### config.mk
export PLATFORM = sky130hd
export DESIGN_NAME = audio_route_matrix
export DESIGN_NICKNAME = d
export VERILOG_FILES = /design/src/rtl/audio_route_matrix.sv
export SDC_FILE = /design/constraint.sdc
export NUM_CORES = 2
export LEC_CHECK = 0
export BUFFER_PORTS_ARGS = -buffer_cell sky130_fd_sc_hd__clkbuf_2
export CAP_MARGIN = 20
export CORE_UTILIZATION = 50
export CTS_BUF_LIST = sky130_fd_sc_hd__clkbuf_4 sky130_fd_sc_hd__clkbuf_8
export DETAILED_ROUTE_END_ITERATION = 10
export GPL_ROUTABILITY_DRIVEN = 0
export PLACE_DENSITY = 0.68
export SLEW_MARGIN = 10
export SYNTH_ARGS = -nofsm -noshare
export SYNTH_HDL_FRONTEND = slang
export SYNTH_SLANG_ARGS = --single-unit
### constraint.sdc
create_clock -name clk_in -period 12.4 [get_ports clk_in]
set_input_delay 1.24 -clock clk_in [delete_from_list [all_inputs] [get_ports clk_in]]
set_output_delay 1.24 -clock clk_in [all_outputs]
set_load 0.005 [all_outputs]
### src/rtl/audio_route_matrix.sv
// Registered audio routing matrix: every destination picks one source stream and
// crossfades through silence (fade-out, switch, fade-in) whenever its selection changes.

module audio_route_lane #(
  parameter int NUM_SRC   = 6,
  parameter int WIDTH     = 16,
  parameter int RAMP_LOG2 = 5,
  parameter int SEL_W     = 3
) (
  input  logic                            clk,
  input  logic                            rst,
  input  logic [NUM_SRC-1:0][WIDTH-1:0]   src_sample,
  input  logic [NUM_SRC-1:0]              src_valid,
  input  logic [SEL_W-1:0]                sel,
  output logic [WIDTH-1:0]                sample,
  output logic                            valid,
  output logic                            busy
);
  localparam int GW = RAMP_LOG2 + 1;
  localparam int PW = WIDTH + RAMP_LOG2 + 1;
  localparam logic [GW-1:0]    FULL   = {1'b1, {RAMP_LOG2{1'b0}}};
  localparam logic [SEL_W-1:0] SILENT = SEL_W'(NUM_SRC);

  localparam logic [1:0] ACTIVE   = 2'd0;
  localparam logic [1:0] FADE_OUT = 2'd1;
  localparam logic [1:0] FADE_IN  = 2'd2;

  logic [1:0]       state, state_nx;
  logic [GW-1:0]    gain, gain_step, gain_nx;
  logic [SEL_W-1:0] cur_sel, sel_nx;
  logic             strobe, go_silent;
  logic [WIDTH-1:0] pick;
  logic signed [PW-1:0] a, b, prod, scaled;

  // Silent codes never match a source index, so they never strobe.
  always_comb begin
    strobe = 1'b0;
    pick   = '0;
    for (int s = 0; s < NUM_SRC; s++) begin
      if (cur_sel == SEL_W'(s)) begin
        strobe = src_valid[s];
        pick   = src_sample[s];
      end
    end
  end

  always_comb begin
    a      = {{(PW-WIDTH){pick[WIDTH-1]}}, pick};
    b      = {{(PW-GW){1'b0}}, gain};
    prod   = a * b;
    scaled = prod >>> RAMP_LOG2;
  end

  always_comb begin
    gain_step = gain;
    if (strobe && state == FADE_OUT && gain != '0)  gain_step = gain - GW'(1);
    if (strobe && state == FADE_IN  && gain != FULL) gain_step = gain + GW'(1);

    state_nx  = state;
    gain_nx   = gain_step;
    sel_nx    = cur_sel;
    go_silent = 1'b0;
    case (state)
      ACTIVE: begin
        if (sel != cur_sel) begin
          if (cur_sel >= SILENT) begin
            // Nothing audible to fade out: jump straight to the new source.
            sel_nx = sel;
            if (sel < SILENT) begin
              state_nx = FADE_IN;
              gain_nx  = '0;
            end
          end else begin
            state_nx = FADE_OUT;
          end
        end
      end
      FADE_OUT: begin
        if (gain_step == '0) begin
          sel_nx = sel;
          if (sel < SILENT) begin
            state_nx = FADE_IN;
          end else begin
            state_nx  = ACTIVE;
            gain_nx   = FULL;
            go_silent = 1'b1;
          end
        end else if (sel == cur_sel) begin
          state_nx = FADE_IN;
        end
      end
      FADE_IN: begin
        if (sel != cur_sel)       state_nx = FADE_OUT;
        else if (gain_step == FULL) state_nx = ACTIVE;
      end
      default: state_nx = ACTIVE;
    endcase
  end

  always_ff @(posedge clk) begin
    if (rst) begin
      state   <= ACTIVE;
      gain    <= FULL;
      cur_sel <= sel;
      sample  <= '0;
      valid   <= 1'b0;
      busy    <= 1'b0;
    end else begin
      state   <= state_nx;
      gain    <= gain_nx;
      cur_sel <= sel_nx;
      busy    <= (state_nx != ACTIVE);
      if (go_silent) begin
        sample <= '0;
        valid  <= 1'b0;
      end else begin
        valid <= strobe;
        if (strobe) sample <= scaled[WIDTH-1:0];
      end
    end
  end
endmodule

module audio_route_matrix #(
  parameter int NUM_SRC   = 6,
  parameter int NUM_DST   = 6,
  parameter int WIDTH     = 16,
  parameter int RAMP_LOG2 = 5,
  parameter int SEL_W     = $clog2(NUM_SRC + 1)
) (
  input  logic                            clk_in,
  input  logic                            rst_in,
  input  logic [NUM_SRC-1:0][WIDTH-1:0]   sample_in,
  input  logic [NUM_SRC-1:0]              valid_in,
  input  logic [NUM_DST-1:0][SEL_W-1:0]   sel_in,
  output logic [NUM_DST-1:0][WIDTH-1:0]   sample_out,
  output logic [NUM_DST-1:0]              valid_out,
  output logic [NUM_DST-1:0]              busy_out
);
  for (genvar d = 0; d < NUM_DST; d++) begin : g_dst
    audio_route_lane #(
      .NUM_SRC(NUM_SRC), .WIDTH(WIDTH), .RAMP_LOG2(RAMP_LOG2), .SEL_W(SEL_W)
    ) u_lane (
      .clk        (clk_in),
      .rst        (rst_in),
      .src_sample (sample_in),
      .src_valid  (valid_in),
      .sel        (sel_in[d]),
      .sample     (sample_out[d]),
      .valid      (valid_out[d]),
      .busy       (busy_out[d])
    );
  end
endmodule
# After elaboration in Yosys (flattened, before gate mapping)
# Cells that the tools add are included.
# Widths: inputs -> output; s select.
[classes]
n_addsub = 12
multipliers = 6
order_cmp = 12
eq_ne = 84
muxes = 222
reduce_logical = 72
[op_table]
columns = ["operator", "count"]
rows = [
  ["$mux 16", 36],
  ["$mux 6", 42],
  ["$mul 16x7->21", 6],
  ["$mux 2", 48],
  ["$mux 3", 24],
  ["$pmux 6 s2", 6],
  ["$mux 1", 54],
  ["$add 6x1->6 const B", 6],
  ["$eq 3x2->1 const B", 12],
  ["$eq 3x3->1 const B", 12],
  ["$eq 6x6->1 const B", 6],
  ["$logic_not 6->1", 6],
  ["$ne 3x2->1 const B", 12],
  ["$ne 6x6->1 const B", 6],
  ["$pmux 2 s3", 6],
  ["$pmux 3 s2", 6],
  ["$reduce_bool 6->1", 6],
  ["$sub 6x1->6 const B", 6],
  ["$logic_and 1x1->1", 24],
  ["$reduce_and 4->1", 6],
  ["$eq 3x1->1 const B", 6],
  ["$eq 3x3->1", 6],
  ["$ge 3x3->1 const B", 6],
  ["$logic_not 3->1", 6],
  ["9 further kinds", 54],
]
[word_totals]
ff_bits = 174
output_inout_bits = 108

# Longest topological paths before layout
[logic_depth]
word_depth = 16
depth_mapped = 26
mapped_depth_nobuf = 24

# Hierarchy
# Synthesis repeated with hierarchy kept, for this count alone.
[hier_totals]
hier_cells = 3846
hier_area_um2 = 32471.1
[by_module_without_submodules]
columns = ["module", "instances", "cells_per_inst", "area_per_inst_um2"]
rows = [
  ["audio_route_lane at g_dst[5].u_lane", 1, 655, 5554.1],
  ["audio_route_lane at g_dst[2].u_lane", 1, 657, 5506.5],
  ["audio_route_lane at g_dst[0].u_lane", 1, 646, 5422.7],
  ["audio_route_lane at g_dst[1].u_lane", 1, 643, 5386.4],
  ["audio_route_lane at g_dst[4].u_lane", 1, 641, 5328.9],
  ["audio_route_lane at g_dst[3].u_lane", 1, 604, 5272.6],
]

# Worst setup path before layout
# Ideal clock, no wire load.
[synth_timing]
kind = "register to register"
start = "register g_dst[1].u_lane.cur_sel[0]"
end = "register g_dst[1].u_lane.sample[14]"
setup_ps = 122
t_arrival_ps = 6755
t_required_ps = 12278
setup_slack_ps = 5523
path_stages_with_launch = 27
n_path_buf = 3
path_cell_list = "edfxtp_1 > buf_2 > buf_1 > buf_1 > nor2_1 > nand2_1 > o21ai_0 > a222oi_1 > nor2b_1 > fa_1 > inv_1 > fa_1 > inv_1 > fa_1 > inv_1 > fa_1 > inv_1 > ha_1 > a21o_1 > a21o_1 > a211oi_1 > o21a_1 > o21ai_0 > a221o_1 > a31o_2 > nor4b_1 > a311o_1"
[synth_between]
elab_chain_cells = 15
word_cells_on_any_way = 29
classes_between = "mul (1); eq/ne (5); mux (16); reduce/logical (7)"
[synth_rtl]
columns = ["element", "line", "rtl"]
rows = [
  ["from (decl)", "30", "logic [SEL_W-1:0] cur_sel, sel_nx;"],
  ["from (signal assigned)", "104", "cur_sel <= sel;"],
  ["from (signal assigned)", "111", "cur_sel <= sel_nx;"],
  ["parallel branches: the longest is 15 deep, another holds $mul 16x7->21", "n/a", ""],
  ["to (signal assigned)", "118", "if (strobe) sample <= scaled[WIDTH-1:0];"],
  ["to (decl)", "15", "output logic [WIDTH-1:0] sample,"],
]
# Parallel ways; which one is timed is not known.
# A chain may end at the register's enable or synchronous reset.

# Worst setup path after layout
[layout_timing]
start = "register g_dst[0].u_lane.cur_sel[2]"
end = "register g_dst[0].u_lane.sample[9]"
[layout_between]
elab_chain_cells = 15
word_cells_on_any_way = 29
classes_between = "mul (1); eq/ne (5); mux (16); reduce/logical (7)"
[layout_rtl]
columns = ["element", "line"]
rows = [
  ["from (decl)", "30"],
  ["from (signal assigned)", "104"],
  ["from (signal assigned)", "111"],
  ["parallel branches: the longest is 15 deep, another holds $mul 16x7->21", "n/a"],
  ["to (signal assigned)", "118"],
  ["to (decl)", "15"],
]
# Parallel ways; which one is timed is not known.

==> report_table.html <==
<table>
<tr><th>Metric</th><th>Value</th></tr>
<tr><th colspan="2">Layout</th></tr>
<tr><td>Syn-to-layout area delta</td><td>7.55%</td></tr>
<tr><td>Share of final-layout standard cells stronger than drive strength 1</td><td>14.0%</td></tr>
<tr><td>Post-layout nets</td><td>4401</td></tr>
<tr><th colspan="2">Clocking</th></tr>
<tr><td>CTS Sinks</td><td>174</td></tr>
<tr><td>Number of buffers on the longest clock path</td><td>2</td></tr>
<tr><td>Clock buffer count from CTS</td><td>17</td></tr>
<tr><td>Clock tree from TritonCTS</td><td>done</td></tr>
<tr><td>H-tree levels</td><td>4</td></tr>
<tr><td>Number of setup buffers added after CTS</td><td>0</td></tr>
<tr><td>Hold buffer count at CTS</td><td>0</td></tr>
<tr><td>Clk_lat worst skew</td><td>0.60 ns</td></tr>
<tr><td>Count of cells resized by post-cts repair</td><td>0</td></tr>
<tr><td>Buffer type at the clock tree root</td><td>clkbuf_8</td></tr>
<tr><td>Clock slew seen by the registers of the worst setup and hold paths</td><td>0.11 ns</td></tr>
<tr><th colspan="2">Die</th></tr>
<tr><td>Top-level I/O count</td><td>230</td></tr>
<tr><td>Area of the placeable core</td><td>61600 sq um</td></tr>
<tr><td>Die Height</td><td>251 um</td></tr>
<tr><td>X dimension of the die</td><td>251 um</td></tr>
<tr><td>Initial Util</td><td>50.4%</td></tr>
<tr><td>Standard-cell row count</td><td>91</td></tr>
<tr><td>Die footprint</td><td>63100 sq um</td></tr>
<tr><th colspan="2">Outcome</th></tr>
<tr><td>Run status</td><td>completed</td></tr>
<tr><th colspan="2">Routing</th></tr>
<tr><td>Wirelength, routed</td><td>93700 um</td></tr>
<tr><td>Violation count after the first detailed-routing iteration</td><td>2624</td></tr>
<tr><td>Remaining antenna violation count</td><td>0</td></tr>
<tr><td>Routed vias</td><td>26401</td></tr>
<tr><td>Via density</td><td>5.79</td></tr>
<tr><td>WL per Instance</td><td>20.6 um</td></tr>
<tr><td>Number of DRC violations after detailed routing</td><td>0</td></tr>
<tr><td>Pre-antenna DRT Iters</td><td>7</td></tr>
<tr><th colspan="2">Setup path</th></tr>
<tr><td>Worst setup path category</td><td>flop to flop</td></tr>
<tr><td>Arrival @ worst endpoint</td><td>7.97 ns</td></tr>
<tr><td>Peak per-stage delay on the critical path</td><td>0.70 ns</td></tr>
<tr><td>Largest fanout on the critical path</td><td>18</td></tr>
<tr><td>CP Launch Type</td><td>flop</td></tr>
<tr><td>Sort of element at the end of the critical path</td><td>flop</td></tr>
<tr><td>Critical path's slowest cell</td><td>a222oi_1</td></tr>
<tr><td>Cell-by-cell listing of the critical path</td><td>clkinv_1, and3_1, a222oi_1, nor2_1, fa_1, inv_1, fa_1, inv_1, fa_1, inv_1, fa_1, inv_1, ha_1, or3_1, or3_1, a2111o_1, o2111ai_1, nand2_1, a21o_1, a21o_1, or4b_1, a31oi_1</td></tr>
<tr><td>Worst EP required</td><td>12.93 ns</td></tr>
<tr><th colspan="2">STA</th></tr>
<tr><td>Final worst clock skew</td><td>0.0167 ns</td></tr>
<tr><td>Final Cycle Share</td><td>60.1%</td></tr>
<tr><td>Minimum clock period after layout</td><td>7.45 ns</td></tr>
<tr><td>Max-slew violations</td><td>0</td></tr>
<tr><td>Final setup violation count</td><td>0</td></tr>
<tr><td>Final Hold Fails</td><td>0</td></tr>
<tr><td>RSZ-0062 raised after global routing</td><td>no</td></tr>
<tr><td>F_max</td><td>0.134 GHz</td></tr>
<tr><td>Transition time at the pin with the least slew margin</td><td>1.30 ns</td></tr>
<tr><td>Tightest slew margin relative to the limit</td><td>13.3%</td></tr>
<tr><td>Sum of negative setup slack</td><td>0 ns</td></tr>
<tr><th colspan="2">Synthesis</th></tr>
<tr><td>Post-synth EDFFs</td><td>18</td></tr>
<tr><td>Top cell type by total area after synthesis</td><td>fa_1</td></tr>
<tr><td>Warnings from Yosys</td><td>0</td></tr>
<tr><td>Top flip-flop cell by instance count after synthesis</td><td>dfxtp_1</td></tr>
<tr><td>Sequential-to-total area share from yosys stat</td><td>11.8%</td></tr>
<tr><td>Number of flip-flops and latches in the synthesized netlist</td><td>174</td></tr>
<tr><td>Share of Yosys cell area claimed by the top area cell type</td><td>23.6%</td></tr>
<tr><td>Dominant cell by count in the synthesized netlist</td><td>inv_1</td></tr>
<tr><td>Mapped Cells</td><td>3540</td></tr>
<tr><td>Commonest cells in the netlist</td><td>502 x inv_1, 366 x fa_1, 365 x nor2_1</td></tr>
<tr><td>Fraction of registers with async set or reset after synthesis</td><td>0%</td></tr>
<tr><td>Mean area per synthesized cell</td><td>8.78 sq um</td></tr>
<tr><td>Post-Syn Area</td><td>31100 sq um</td></tr>
<tr><td>Post-Synthesis Net Count</td><td>4280</td></tr>
<tr><td>Area contributors post-synth</td><td>fa_1 24%, ha_1 10%, dfxtp_1 10%</td></tr>
<tr><td>Post-synthesis cell type count</td><td>93</td></tr>
<tr><th colspan="2">Global routing</th></tr>
<tr><td>Global route overflow</td><td>0</td></tr>
<tr><td>Number of antenna violations at the first check in global routing</td><td>61</td></tr>
<tr><td>Wire length of the first global-routing pass</td><td>146000 um</td></tr>
<tr><td>Overall fraction of global-route tracks in use</td><td>30.1%</td></tr>
<tr><td>Maximum number of pins on one net before global-route repair</td><td>42</td></tr>
<tr><td>Vias in the first global route</td><td>26101</td></tr>
<tr><th colspan="2">Power</th></tr>
<tr><td>Total power</td><td>4.52 mW</td></tr>
<tr><td>Worst IR drop on VDD</td><td>0.000101 V</td></tr>
<tr><td>Leakage</td><td>15.9 nW</td></tr>
<tr><td>Pwr dens</td><td>135 nW/um^2</td></tr>
<tr><th colspan="2">Run</th></tr>
<tr><td>Number of max-cap violations</td><td>0</td></tr>
<tr><th colspan="2">Hold path</th></tr>
<tr><td>Class of the most critical hold timing path</td><td>flop to flop</td></tr>
<tr><th colspan="2">Place</th></tr>
<tr><td>Estimated wirelength of the detail-placed design</td><td>73100 um</td></tr>
<tr><td>I/O Buffers</td><td>229</td></tr>
</table>
-- worst max-delay path, delay by kind of cell, from the launching register on --
family	cells	cell delay, ns
adder cells (fa/ha/maj)	5	2.20
flip-flops	1	0.53
buffers and inverters	5	0.87
AO/OA/AOI/OAI	6	1.84
AND/OR/NAND/NOR	6	1.94
-- where the power goes --
| group | switching (mW) | leakage (nW) | internal [mW] | total (mW) |
|---|---|---|---|---|
| combinational | 1.87 | 14.3 | 1.33 | 3.20 |
| sequential | 0.159 | 1.46 | 0.707 | 0.866 |
| clock | 0.264 | 0.207 | 0.189 | 0.452 |
| total | 2.29 | 15.9 | 2.23 | 4.52 |
-- cell type report --
class                   count  area [sq um]
diodes                     45           113
clock buffers              19           249
clock inverters            13           153
fillers                  5746         28200
inverters                 514          1930
multi-input cells        2674         24700
flip-flops and latches    174          3660
well taps                 837          1050
repair buffers            280          1530
-- placed cells by master (no fill, tap or decap), drive strengths merged, types with 45 or more instances in the layout --
cell      n
nand2b   99
buf      50
mux2i    63
a21oi   141
diode    45
o21ai    77
mux2     92
a22oi    58
dfxtp   156
mux4     74
nor2    365
nand2   180
fa      366
nor3     59
xnor2   120
xor2     48
nor2b   273
clkbuf  249
ha      252
inv     512
-- stage by stage --
step | cell area (sq um) | utilization (%) | std cells | worst slack [ns] | hold slack (ns)
finish | 33400 | 54.3 | 4556 | 4.95 | 0.453
global route | 33400 | 54.2 | 4544 | 4.58 | 0.472
CTS | 33300 | 54.1 | 4510 | 5.07 | 0.456
detailed placement | 32900 | 53.4 | 4478 | 4.81 | 0.443
global placement | 32900 | 53.4 | 4478 | 4.94 | 0.440
floorplan | 31100 | - | 3540 | 5.52 | 0.446
-- cells by family (layout without fill, tap and decap cells) --
| logic type | count (synthesis) | in the layout | share of synthesized area, % |
|---|---|---|---|
| fa+ha+maj | 618 | 618 | 33.7 |
| other cells | 0 | 45 | 0 |
| buf+inv | 692 | 826 | 8.67 |
| simple gates | 1132 | 1132 | 18.4 |
| mux | 229 | 229 | 10.7 |
| xor+xnor | 168 | 168 | 4.74 |
| flops | 174 | 174 | 11.8 |
| compound gates | 527 | 527 | 11.9 |
-- sequential cells by signal (all words and copies together) (netlist names) --
register / cells
g_dst.u_lane.state: 12
g_dst.u_lane.valid: 6
g_dst.u_lane.busy: 6
g_dst.u_lane.cur_sel: 18
g_dst.u_lane.gain: 36
g_dst.u_lane.sample: 96
-- final timing paths --
path / slack, ns / cells past startpoint / from / endpoint
min: 0.45 / 2 / g_dst[3].u_lane.sample[7] / g_dst[3].u_lane.sample[7]
min reg2reg: 0.45 / 2 / g_dst[3].u_lane.sample[7] / g_dst[3].u_lane.sample[7]
max: 4.95 / 22 / g_dst[0].u_lane.cur_sel[2] / g_dst[0].u_lane.sample[9]
max reg2reg: 4.95 / 22 / g_dst[0].u_lane.cur_sel[2] / g_dst[0].u_lane.sample[9]
-- metal layers --
layer	wire length [um]	vias to the layer above	GRT usage, %
met3	9550	319	9.26
met1	36600	12816	37.6
met5	228	-	0
li1	-	12053	-
met2	41600	1179	45.6
met4	5710	34	17.9
Power figures use the tool's default switching activity.
